<file path="src/rtl/mult_share_pkg.sv">
// rtl/mult_share_pkg.sv - shared constants, FSM encoding and helpers for mult_share_ctrl
//
// Purpose: operand width, default requester count and multiplier latency,
//          ceil-log2 helper for the requester ID width, and the flush FSM
//          state encoding shared by the top and the arbiter.
// Ports:   none (package).

package mult_share_pkg;

   localparam int W            = 18;
   localparam int DEF_NREQ     = 4;
   localparam int DEF_MULT_LAT = 5;

   typedef logic [1:0] state_t;

   localparam logic [1:0] ST_RUN   = 2'd0;
   localparam logic [1:0] ST_DRAIN = 2'd1;
   localparam logic [1:0] ST_IDLE  = 2'd2;

   // Smallest r with 2**r >= value.
   function automatic int clog2(input int value);
      int r;
      r = 0;
      for (int i = 0; i < 31; i++) begin
         if ((1 << i) < value) r = i + 1;
      end
      return r;
   endfunction

endpackage

</file>
<file path="src/rtl/rr_arbiter.sv">
// rtl/rr_arbiter.sv - rotating-priority one-hot arbiter with pointer register
//
// Purpose: grants at most one requester per cycle, searching from the
//          pointer upward with wrap; the pointer moves to one past the
//          winner after every grant and holds otherwise.
// Ports:
//   clk, rst_n  clock, asynchronous active-low reset
//   en          arbitration enable; when low no grant is issued
//   req         per-requester request
//   gnt         one-hot grant (combinational)
//   gnt_id      index of the granted requester (valid when gnt_any)
//   gnt_any     a grant is issued this cycle

module rr_arbiter
   import mult_share_pkg::*;
#(
   parameter int NREQ = DEF_NREQ,
   parameter int IDW  = clog2(NREQ)
) (
   input  logic            clk,
   input  logic            rst_n,
   input  logic            en,
   input  logic [NREQ-1:0] req,
   output logic [NREQ-1:0] gnt,
   output logic [IDW-1:0]  gnt_id,
   output logic            gnt_any
);

   // One extra bit so ptr+offset can exceed NREQ-1 before the wrap.
   localparam logic [IDW:0] NREQ_W = (IDW+1)'(NREQ);

   logic [IDW-1:0] ptr;
   logic [IDW:0]   idx_w;
   logic [IDW-1:0] idx;
   logic [IDW:0]   nxt_w;

   always_comb begin
      gnt     = '0;
      gnt_id  = '0;
      gnt_any = 1'b0;
      idx_w   = '0;
      idx     = '0;
      for (int k = 0; k < NREQ; k++) begin
         idx_w = {1'b0, ptr} + (IDW+1)'(k);
         if (idx_w >= NREQ_W) idx_w = idx_w - NREQ_W;
         idx = idx_w[IDW-1:0];
         if (en && !gnt_any && req[idx]) begin
            gnt[idx] = 1'b1;
            gnt_id   = idx;
            gnt_any  = 1'b1;
         end
      end
   end

   always_comb begin
      nxt_w = {1'b0, gnt_id} + (IDW+1)'(1);
      if (nxt_w >= NREQ_W) nxt_w = '0;
   end

   always_ff @(posedge clk or negedge rst_n) begin
      if (!rst_n) begin
         ptr <= '0;
      end else if (gnt_any) begin
         ptr <= nxt_w[IDW-1:0];
      end
   end

endmodule

</file>
<file path="src/rtl/mult_share_ctrl.sv">
// rtl/mult_share_ctrl.sv - shares one pipelined multiplier between NREQ requesters
//
// Purpose: round-robin issue of one operand pair per cycle into an external
//          fixed-latency multiplier, a valid/ID shadow pipe that returns each
//          product to its owner, and a flush/drain FSM for quiescing.
// Optional: define MULT_SHARE_CTRL_STATS_EN to add the stat_cnt result counter.
// Ports:
//   clk, rst_n         clock, asynchronous active-low reset
//   req                per-requester request, held with operands until granted
//   op_a, op_b         packed operands, requester i at [i*W +: W]
//   gnt                one-hot grant pulse (operands consumed this cycle)
//   mult_a, mult_b     registered multiplier operands
//   mult_p             multiplier product, MULT_LAT cycles after mult_a/mult_b
//   res_valid          product valid (no backpressure)
//   res_id, res_data   owning requester and full-width product
//   flush              level request to stop issuing and drain
//   flush_done         drained while flush is held
//   busy               any operation in flight
//   stat_cnt           (optional) saturating count of res_valid cycles

module mult_share_ctrl
   import mult_share_pkg::*;
#(
   parameter int NREQ     = DEF_NREQ,
   parameter int MULT_LAT = DEF_MULT_LAT,
   parameter int IDW      = clog2(NREQ)
) (
   input  logic              clk,
   input  logic              rst_n,
   input  logic [NREQ-1:0]   req,
   input  logic [NREQ*W-1:0] op_a,
   input  logic [NREQ*W-1:0] op_b,
   output logic [NREQ-1:0]   gnt,
   output logic [W-1:0]      mult_a,
   output logic [W-1:0]      mult_b,
   input  logic [2*W-1:0]    mult_p,
   output logic              res_valid,
   output logic [IDW-1:0]    res_id,
   output logic [2*W-1:0]    res_data,
   input  logic              flush,
   output logic              flush_done,
   output logic              busy
`ifdef MULT_SHARE_CTRL_STATS_EN
   ,
   output logic [31:0]       stat_cnt
`endif
);

   state_t         state;
   state_t         state_nxt;
   logic           arb_en;
   logic           gnt_any;
   logic [IDW-1:0] gnt_id;
   logic [W-1:0]   sel_a;
   logic [W-1:0]   sel_b;

   // Stage 0 lines up with mult_a/mult_b, stage MULT_LAT with mult_p.
   logic [MULT_LAT:0] sh_valid;
   logic [IDW-1:0]    sh_id [MULT_LAT+1];

   // Flush blocks the grant in the very cycle it is seen in RUN.
   assign arb_en = (state == ST_RUN) && !flush;

   rr_arbiter #(
      .NREQ (NREQ),
      .IDW  (IDW)
   ) u_arb (
      .clk     (clk),
      .rst_n   (rst_n),
      .en      (arb_en),
      .req     (req),
      .gnt     (gnt),
      .gnt_id  (gnt_id),
      .gnt_any (gnt_any)
   );

   always_comb begin
      sel_a = '0;
      sel_b = '0;
      for (int i = 0; i < NREQ; i++) begin
         if (gnt[i]) begin
            sel_a = op_a[i*W +: W];
            sel_b = op_b[i*W +: W];
         end
      end
   end

   // Operands hold on idle cycles; the shadow valid marks them stale.
   always_ff @(posedge clk or negedge rst_n) begin
      if (!rst_n) begin
         mult_a <= '0;
         mult_b <= '0;
      end else if (gnt_any) begin
         mult_a <= sel_a;
         mult_b <= sel_b;
      end
   end

   always_ff @(posedge clk or negedge rst_n) begin
      if (!rst_n) begin
         sh_valid <= '0;
         for (int k = 0; k <= MULT_LAT; k++) sh_id[k] <= '0;
      end else begin
         sh_valid <= {sh_valid[MULT_LAT-1:0], gnt_any};
         sh_id[0] <= gnt_id;
         for (int k = 1; k <= MULT_LAT; k++) sh_id[k] <= sh_id[k-1];
      end
   end

   always_ff @(posedge clk or negedge rst_n) begin
      if (!rst_n) begin
         res_valid <= 1'b0;
         res_id    <= '0;
         res_data  <= '0;
      end else begin
         res_valid <= sh_valid[MULT_LAT];
         if (sh_valid[MULT_LAT]) begin
            res_id   <= sh_id[MULT_LAT];
            res_data <= mult_p;
         end
      end
   end

   assign busy = (|sh_valid) | res_valid;

   always_comb begin
      state_nxt = state;
      case (state)
         ST_RUN:   if (flush) state_nxt = ST_DRAIN;
         ST_DRAIN: begin
            if (!flush)     state_nxt = ST_RUN;
            else if (!busy) state_nxt = ST_IDLE;
         end
         ST_IDLE:  if (!flush) state_nxt = ST_RUN;
         default:  state_nxt = ST_RUN;
      endcase
   end

   always_ff @(posedge clk or negedge rst_n) begin
      if (!rst_n) begin
         state <= ST_RUN;
      end else begin
         state <= state_nxt;
      end
   end

   assign flush_done = (state == ST_IDLE);

`ifdef MULT_SHARE_CTRL_STATS_EN
   // Each flush starts a fresh count; clear wins over a coincident result.
   always_ff @(posedge clk or negedge rst_n) begin
      if (!rst_n) begin
         stat_cnt <= '0;
      end else if ((state == ST_RUN) && flush) begin
         stat_cnt <= '0;
      end else if (res_valid && (stat_cnt != 32'hFFFF_FFFF)) begin
         stat_cnt <= stat_cnt + 32'd1;
      end
   end
`endif

endmodule

</file>
<file path="config.mk">
export PLATFORM = sky130hd
export DESIGN_NAME = mult_share_ctrl
export DESIGN_NICKNAME = d
export VERILOG_FILES = /design/src/rtl/mult_share_pkg.sv /design/src/rtl/rr_arbiter.sv /design/src/rtl/mult_share_ctrl.sv
export SDC_FILE = /design/constraint.sdc
export NUM_CORES = 1
export LEC_CHECK = 0
export ABC_AREA = 1
export CORE_MARGIN = 8
export CORE_UTILIZATION = 41
export CTS_CLUSTER_DIAMETER = 50
export DETAILED_ROUTE_END_ITERATION = 7
export PLACE_DENSITY_LB_ADDON = 0.25
export REMOVE_ABC_BUFFERS = 1
export SLEW_MARGIN = 20
export SYNTH_ARGS = -nofsm -noshare
export SYNTH_HDL_FRONTEND = slang
export SYNTH_HIERARCHICAL = 1
export SYNTH_SLANG_ARGS = --single-unit
</file>
<file path="constraint.sdc">
create_clock -name clk -period 3 [get_ports clk]
set_input_delay 0.3 -clock clk [delete_from_list [all_inputs] [get_ports clk]]
set_output_delay 0.3 -clock clk [all_outputs]
set_load 0.05 [all_outputs]
</file>
==> metrics, run 1 <==
DIE AREA=between 0.015 and 0.02 sq mm; # nets final=between 1000 and 1500; initial core utilization=a little over two fifths; DR vias/cell=4.74; warning count from the yosys run=6; Post-Place Cells=~1200; CP max FO=24; Final Critical Period=~2800 ps; CP endpoint kind=primary output; post-route DRC violation count=0; TNS Setup=0 ps; Worst path slowest cell=dfrtp_2; commonest cells after routing, fill and taps aside=nand2_1 (390), clkdlybuf4s50_1 (262), dfrtp_1 (95); clock buffer depth=2; Unique masters post-synth=25; worst slew pin tran=about 650 ps; final WL=19600 um; R2R depth=16; H-tree depth=3; hold slack=approximately 300 ps; io pins=approximately 270; Seq cells post-synth=97; GRT overflow=0; commonest non-fill, non-tap cell in the layout=nand2_1; outcome=complete, no violations; worst hold path class=primary input to asynchronous set/reset pin; Clk Tree Root Cell=clkbuf_16; Tcrit/Tclk final=a little over nine tenths; share of cells above drive strength 1=a little under a tenth; Die Width=approximately 130 um; delay of the slowest cell on the worst path=approximately 440 ps; RePlAce Congestion=0.862; TritonCTS buffer count=9; Sink Count=between 90 and 100; Worst VDD drop=0.469 mV; via count=approximately 5600; Layout area overhead=59.3%; clock transition at the registers of the reported paths=70 ps; initial antenna violation count=0; critical path cell sequence=inv_2 -> ha_1 -> inv_2 -> nand3_1 -> nand2_1 -> nor2_1 -> nand3_4 -> o21ai_4 -> buf_12 -> buf_12; r2r startpoint=u_arb/ptr[0]; DR WL/cell=approximately 16 um; Final Cell Area=0.00872 sq mm; Crit Path Category=flip-flop to primary output; number of global-route vias before repair=between 5000 and 6000; Setup Viol. Count Final=0; RSZ-0062 raised after global routing=false; DP Wirelength=approximately 14000 um; relative slew slack=a little under three fifths; max-slew violation count=0; Final Hold Vio Count=0; GRT Total Usage=around 22%; Core Area=~0.013 sq mm; largest net degree at the start of global routing=92; initial detailed-routing violation count=roughly 320; maxcap violations=0; Synth Instances=around 750; drt pass-1 iters=5; static leakage power=between 4 and 5 nW; diodes inserted=0; Max Freq=353 MHz; I/O Buffers=between 200 and 300; Cell Rows=42; Worst Path Required=around 2700 ps; Clock Skew=between 6 and 7 ps; Pwr Density=between 1000 and 1500 mW/mm^2; global-route wire length before repair=between 30000 and 40000 um; mapped cell area=about 0.0055 sq mm; placed cell areas=between 0.008 and 0.009 sq mm; Reg-to-Reg End=mult_a[2]; post-synthesis area per instance=between 7 and 8 sq um; Worst Path Arrival=between 2000 and 3000 ps; R2R Setup Slk=approximately 360 ps; fin cells=between 1000 and 1500; ANT nets after route=0; post-synthesis sequential area ratio=about 44%; Power Total=approximately 8.9 mW; startpoint types=flip-flop; worst skew pair latency=between 300 and 400 ps; Die H=between 100 and 150 um; CTS tree=yes
[how the worst max path moves through the flow]
| stage | slack [ps] | start | depth (start not counted) | end |
|---|---|---|---|---|
| final | 170 | u_arb/ptr[0] | 10 | gnt[0] |
| after floorplan | -3760 | u_arb/ptr[0] | 12 | mult_a[0] |
| after global routing | 20 | u_arb/ptr[0] | 10 | gnt[0] |
| after global placement | 360 | u_arb/ptr[1] | 16 | mult_b[3] |
| after detailed placement | 300 | u_arb/ptr[1] | 16 | mult_b[6] |
| after CTS | 80 | u_arb/ptr[1] | 11 | gnt[0] |
[worst max-delay path, delay by kind of cell, from the launching register on]
family                   cells  cell delay [ps]
AND/OR/NAND/NOR              4              560
flip-flops                   1              440
adder cells (fa/ha/maj)      1              340
AO/OA/AOI/OAI                1              270
buffers and inverters        4              550
[state kept, by name (all words and copies together) (netlist names)]
register	flops
mult_a	18
u_arb/ptr	2
sh_valid	6
res_id	2
mult_b	18
sh_id	12
res_valid	1
state	2
res_data	36
[Yosys cell counts]
cell,instances,area (sq um)
a21oi_1,75,375
inv_2,5,18.8
nor2_1,17,63.8
nand3_1,14,70.1
nand2_2,4,25.0
nand4_1,1,6.26
buf_6,6,67.6
o22ai_1,5,31.3
clkbuf_1,7,26.3
inv_1,54,203
buf_4,6,45.0
or2_0,1,6.26
ha_1,5,62.6
nand3_2,35,350
clkbuf_8,1,13.8
and2_1,1,6.26
inv_8,1,11.3
o21ai_0,5,25.0
nand3_4,1,17.5
nand2_1,390,1460
buf_2,18,90.1
o21ai_1,1,5.00
buf_12,3,60.1
dfrtp_1,97,2430
nor3_1,1,5.00
[per-stage QoR]
step,setup slack (ps),utilization [%]
after detailed placement,300,63.1
after floorplan,-3760,-
after global routing,15.9,66.4
final,170,66.4
after global placement,357,63.1
after CTS,84.7,66.1
[timing repair]
| action | CTS | global route |
|---|---|---|
| setup buffers | 0 | 4 |
| hold buffers | 1 | 0 |
| gates cloned | 2 | 0 |
| pin swaps | 0 | 3 |
| setup endpoints to repair | 4 | 4 |
| gates resized for setup | 4 | 3 |
| endpoints found under the hold margin | 6 | 0 |
[cells by family (layout without fill, tap and decap cells)]
kind of cell	after synthesis	in the layout	synth area share [%]
AOI/OAI and AO/OA	86	86	7.97
adders and majority gates	5	5	1.14
buffers and inverters	101	361	9.78
DFF	97	97	44.3
and+or+nand+nor	465	465	36.8
[layout make-up]
| cell class | count | area (sq um) |
|---|---|---|
| clock buffers | 9 | 225 |
| clock inverters | 6 | 76.3 |
| fillers | 1122 | 4420 |
| inverters | 60 | 233 |
| multi-input cells | 556 | 2570 |
| flip-flops and latches | 97 | 2430 |
| well taps | 176 | 220 |
| repair buffers | 286 | 2970 |
[report_power, final]
group / total [mW] / switching [mW] / internal, mW
Combinational: 5.62 / 3.68 / 1.94
Clock: 1.17 / 0.519 / 0.655
Sequential: 2.09 / 0.262 / 1.83
Total: 8.89 / 4.47 / 4.42
[layer usage]
metal	share of wire [%]	vias to the layer above	track usage, %
met4	3.0	0	8.30
li1	-	2835	-
met2	47	219	35.6
met5	0	-	0
met1	42	2551	28.1
met3	7.7	32	6.02
Note: power is estimated with default switching activity, not from simulation.
==> run 2, diff against run 1 <==
--- a/config.mk
+++ b/config.mk
@@ -12,6 +12,7 @@
 export DETAILED_ROUTE_END_ITERATION = 7
 export PLACE_DENSITY_LB_ADDON = 0.25
 export REMOVE_ABC_BUFFERS = 1
+export SKIP_CTS_REPAIR_TIMING = 1
 export SLEW_MARGIN = 20
 export SYNTH_ARGS = -nofsm -noshare
 export SYNTH_HDL_FRONTEND = slang
==> metrics, run 2 (synthesized netlist as in run 1, its figures left out) <==
outcome=complete, no violations; DIE AREA=0.0173 sq mm (unchanged); largest net degree at the start of global routing=92 (unchanged); global-route wire length before repair=30100 um (-2.4%); Core Area=0.0131 sq mm (unchanged); clock transition at the registers of the reported paths=70 ps (about the same); clock buffer depth=2 (unchanged); fill count=1119 (-0.27%); Most flops, register=res_data; static leakage power=4.38 nW (+0.29%); initial antenna violation count=0 (unchanged); Pwr Density=1020 mW/mm^2 (about the same); commonest cells after routing, fill and taps aside=nand2_1 (390), clkdlybuf4s50_1 (262), dfrtp_1 (95); CP max FO=19 (-21%); Crit Path Category=flip-flop to primary output; Die Width=132 um (unchanged); R2R depth=16 (unchanged); fin cells=1193 (+0.25%); Layout Utilization=66.6% (+0.21 points); TritonCTS buffer count=9 (unchanged); share of cells above drive strength 1=9.34% (+0.27 points); Clock Skew=6.27 ps (-0.225 ps); DP Wirelength=14100 um (unchanged); via count=5660 (+0.41%); ANT nets after route=0 (unchanged); Final Hold Vio Count=0 (unchanged); r2r startpoint=u_arb/ptr[0]; DR WL/cell=16.5 um (+0.64%); CP endpoint kind=primary output; R2R Setup Slk=340 ps (-20 ps); TNS Setup=0 ps (unchanged); final WL=19700 um (+0.89%); initial core utilization=41.7% (unchanged); Worst VDD drop=0.470 mV (about the same); initial detailed-routing violation count=332 (+2.8%); area of the multi-input gates=0.00257 sq mm (about the same); worst hold path class=primary input to asynchronous set/reset pin; Die H=132 um (unchanged); worst skew pair latency=350 ps (about the same); Setup Viol. Count Final=0 (unchanged); # nets final=1205 (+0.25%); Final Critical Period=2800 ps (-27.7 ps); Worst Path Arrival=2500 ps (-30 ps); Tcrit/Tclk final=93.4% (-0.92 points); Reg-to-Reg End=mult_a[6]; startpoint types=flip-flop; DR vias/cell=4.74 (+0.16%); number of global-route vias before repair=5453 (-1.4%); Post-Place Worst Slack=300 ps (unchanged); Max Freq=357 MHz (+0.99%); relative slew slack=55.5% (-0.91 points); diodes inserted=0 (unchanged); worst slew pin tran=666 ps (+13.6 ps); maxcap violations=0 (unchanged); final worst slack=197 ps (+27.7 ps); max reg flops=36 (unchanged); max-slew violation count=0 (unchanged); io pins=268 (unchanged); RePlAce Congestion=0.862 (unchanged); GRT overflow=0 (unchanged); Post-Place Cells=1168 (unchanged); drt pass-1 iters=5 (unchanged); commonest non-fill, non-tap cell in the layout=nand2_1; FF+latch area=0.00243 sq mm (unchanged); CTS tree=yes; H-tree depth=3 (unchanged); post-route DRC violation count=0 (unchanged); Worst Path Required=2700 ps (about the same); hold slack=303 ps (-1.52 ps); Sink Count=97 (unchanged); Cell Rows=42 (unchanged); GRT Total Usage=21.7% (-0.58 points); Top Registers=res_data (36), mult_a (18), mult_b (18); Layout area overhead=59.8%; I/O Buffers=267 (unchanged); Clk Tree Root Cell=clkbuf_16
[run 2: cell types whose count changed in the layout (fill, tap and decap cells not counted), sizes merged]
cell / change
clkbuf: +3
buf: +2
bufbuf: -2
[run 2: per-layer routing]
| metal | vias up | routed length (um) | GRT usage [%] |
|---|---|---|---|
| met5 | - | 0 | 0 |
| met4 | 0 | 729 | 8.55 |
| met3 | 42 | 1460 | 6.06 |
| met2 | 222 | 9260 | 34.4 |
| met1 | 2549 | 8280 | 27.3 |
| li1 | 2847 | - | - |
[run 2: metrics by stage]
| step | area (sq um) | total power [mW] |
|---|---|---|
| finish | 8750 | 8.92 |
| global route | 8750 | 9.57 |
| CTS | 8600 | 8.81 |
| detailed placement | 8290 | 7.60 |
| global placement | 8290 | 7.53 |
| floorplan | 5170 | 5.71 |
[run 2: power breakdown]
part	switching, mW	internal, mW	total, mW	leakage (nW)
combinational	3.71	1.94	5.65	3.00
clock	0.518	0.655	1.17	0.148
sequential	0.262	1.83	2.09	1.24
total	4.49	4.43	8.92	4.38
[run 2: cell type report]
cell class	instances	area share, %
multi-input cells	556	29.4
inverters	60	2.66
well taps	176	2.52
flip-flops and latches	97	27.8
clock buffers	9	2.57
repair buffers	289	34.2
clock inverters	6	0.872
[run 2: critical path: stages (launching register included)]
cell     delay (ps)
dfrtp_2         450
inv_2           110
ha_1            340
inv_1           110
nand3_1          80
nand2_1          70
inv_1            60
nand3_4         110
nand3_4         170
o21ai_4         280
buf_12          210
buf_12          150
[run 2: how the worst max path moves through the flow]
| stage | from | to | slack, ps | cells past startpoint |
|---|---|---|---|---|
| floorplan | u_arb/ptr[0] | mult_a[0] | -3760 | 12 |
| global placement | u_arb/ptr[1] | mult_b[3] | 360 | 16 |
| detailed placement | u_arb/ptr[1] | mult_b[6] | 300 | 16 |
| CTS | u_arb/ptr[1] | gnt[0] | -50 | 11 |
| global route | u_arb/ptr[0] | gnt[3] | -2 | 11 |
| finish | u_arb/ptr[0] | gnt[3] | 200 | 11 |
==> run 3, diff against run 2 <==
--- a/config.mk
+++ b/config.mk
@@ -6,8 +6,9 @@
 export NUM_CORES = 1
 export LEC_CHECK = 0
 export ABC_AREA = 1
+export CORE_ASPECT_RATIO = 1.75
 export CORE_MARGIN = 8
-export CORE_UTILIZATION = 41
+export CORE_UTILIZATION = 44
 export CTS_CLUSTER_DIAMETER = 50
 export DETAILED_ROUTE_END_ITERATION = 7
 export PLACE_DENSITY_LB_ADDON = 0.25
==> constraint.sdc (replaced) <==
create_clock -name clk -period 3.3 [get_ports clk]
set_input_delay 0.33 -clock clk [delete_from_list [all_inputs] [get_ports clk]]
set_output_delay 0.33 -clock clk [all_outputs]
set_load 0.05 [all_outputs]
==> metrics, run 3 (synthesized netlist as in run 1, its figures left out) <==
outcome=complete, no violations; Die H=164 um (+24%); Layout area overhead=57.8%; largest net degree at the start of global routing=64 (-30%); worst slew pin tran=770 ps (+104 ps); Post-Place Worst Slack=388 ps (+87.4 ps); max reg flops=36 (unchanged); CP endpoint kind=primary output; Most flops, register=res_data; Power Total=8.02 mW (-10%); Worst Path Arrival=2700 ps (+200 ps); Worst Path Required=2970 ps (+270 ps); Final Hold Vio Count=0 (unchanged); static leakage power=4.33 nW (-1.2%); DP Wirelength=14500 um (+2.2%); Clock Skew=6.53 ps (+0.257 ps); share of cells above drive strength 1=8.42% (-0.93 points); fill count=1079 (-3.6%); clock transition at the registers of the reported paths=70 ps (about the same); post-route DRC violation count=0 (unchanged); initial detailed-routing violation count=246 (-26%); Final Critical Period=about 3000 ps; Crit Path Category=flip-flop to primary output; most used cell, CP=inv_1; CTS tree=yes; placed cell areas=0.00827 sq mm (-0.27%); worst hold path class=primary input to asynchronous set/reset pin; drt pass-1 iters=5 (unchanged); via count=5803 (+2.5%); DR WL/cell=16.6 um (+0.17%); Worst VDD drop=0.579 mV (+23%); max-slew violation count=0 (unchanged); RePlAce Congestion=0.935 (+8.5%); clock buffer depth=2 (unchanged); DIE AREA=0.0164 sq mm (-5.2%); global-route wire length before repair=30100 um (+0.19%); Worst path slowest cell=dfrtp_1; CP max FO=37 (+18); DR vias/cell=4.92 (+3.7%); # nets final=1197 (-0.66%); H-tree depth=3 (unchanged); relative slew slack=48.7% (-6.9 points); final WL=19600 um (-0.92%); critical path cell sequence=inv_1 -> ha_1 -> inv_1 -> nand3_1 -> nand2_1 -> nand3_1 -> inv_1 -> nand2_1 -> nor2_1 -> nor2_1 -> o21ai_4 -> buf_12 -> buf_12; initial antenna violation count=2 (+2); worst skew pair latency=340 ps (about the same); Core Area=0.0123 sq mm (-6.4%); GRT overflow=0 (unchanged); Layout Utilization=70.3% (+3.7 points); Tcrit/Tclk final=91.9%; commonest cells after routing, fill and taps aside=nand2_1 (390), clkdlybuf4s50_1 (262), dfrtp_1 (97); startpoint types=flip-flop; io pins=268 (unchanged); RSZ-0062 raised after global routing=false; Pwr Density=929 mW/mm^2 (-8.9%); I/O Buffers=267 (unchanged); Setup Viol. Count Final=0 (unchanged); Max Freq=330 MHz; number of global-route vias before repair=5723 (+5.0%); Cell Rows=54 (+29%); maxcap violations=0 (unchanged); Top Registers=res_data (36), mult_a (18), mult_b (18); Clk Tree Root Cell=clkbuf_16; final worst slack=267 ps (+69.6 ps); initial core utilization=44.5% (+2.9 points); Sink Count=97 (unchanged); Die Width=100 um (-24%); fin cells=1180 (-1.1%); TritonCTS buffer count=9 (unchanged); delay of the slowest cell on the worst path=480 ps (+30 ps); Final Cell Area=0.00864 sq mm (-1.2%); Post-Place Cells=1159 (-0.77%); ANT nets after route=0 (unchanged); GRT Total Usage=23.7% (+2.1 points); TNS Setup=0 ps (unchanged); hold slack=43.5 ps (-260 ps); commonest non-fill, non-tap cell in the layout=nand2_1
run 3: changes by cell type in the layout (fill, tap and decap cells not counted), sizes merged:
| cell | previous run | this run |
|---|---|---|
| buf | 23 | 18 |
| clkbuf | 12 | 10 |
| clkinv | 3 | 1 |
| diode | 0 | 2 |
| inv | 62 | 64 |
| clkinvlp | 0 | 1 |
| dlygate4sd3 | 1 | 0 |
run 3: where the power goes:
part,leakage (nW),switching [mW],internal (mW)
registers,1.24,0.248,1.66
logic,2.94,3.33,1.69
clock network,0.149,0.486,0.603
total,4.33,4.07,3.95
run 3: path summary, 6_finish.rpt:
path	from	end	slack, ps	cells after the start
worst max-delay path	u_arb/ptr[1]	gnt[0]	270	13
worst min-delay path	rst_n	res_data[7]	40	1
worst max register to register	u_arb/ptr[1]	mult_b[17]	400	16
worst min register to register	sh_id[6]	sh_id[4]	350	0
max in group asynchronous	rst_n	mult_a[14]	2440	2
min in group clk	sh_id[6]	sh_id[4]	350	0
run 3: layout make-up:
type / instances / area [sq um] / share of cell area [%]
Timing Repair Buffer: 281 / 2890 / 33.4
Multi-Input combinational cell: 556 / 2570 / 29.7
Sequential cell: 97 / 2430 / 28.1
Inverter: 60 / 233 / 2.69
Clock buffer: 9 / 225 / 2.61
Tap cell: 168 / 210 / 2.43
Clock inverter: 7 / 83.8 / 0.970
Antenna cell: 2 / 5.00 / 0.0579
run 3: per-layer routing:
layer / track usage (%) / part of all wire (%) / vias up
li1: - / - / 2844
met1: 26.4 / 37 / 2656
met2: 39.7 / 49 / 262
met3: 6.62 / 9.6 / 41
met4: 13.4 / 3.8 / 0
met5: 0 / 0 / -
run 3: worst max-delay path: cells and delay by family (launching register included):
family | cells | cell delay, ps
flip-flops | 1 | 480
adder cells (fa/ha/maj) | 1 | 330
AO/OA/AOI/OAI | 1 | 70
AND/OR/NAND/NOR | 6 | 610
buffers and inverters | 5 | 820
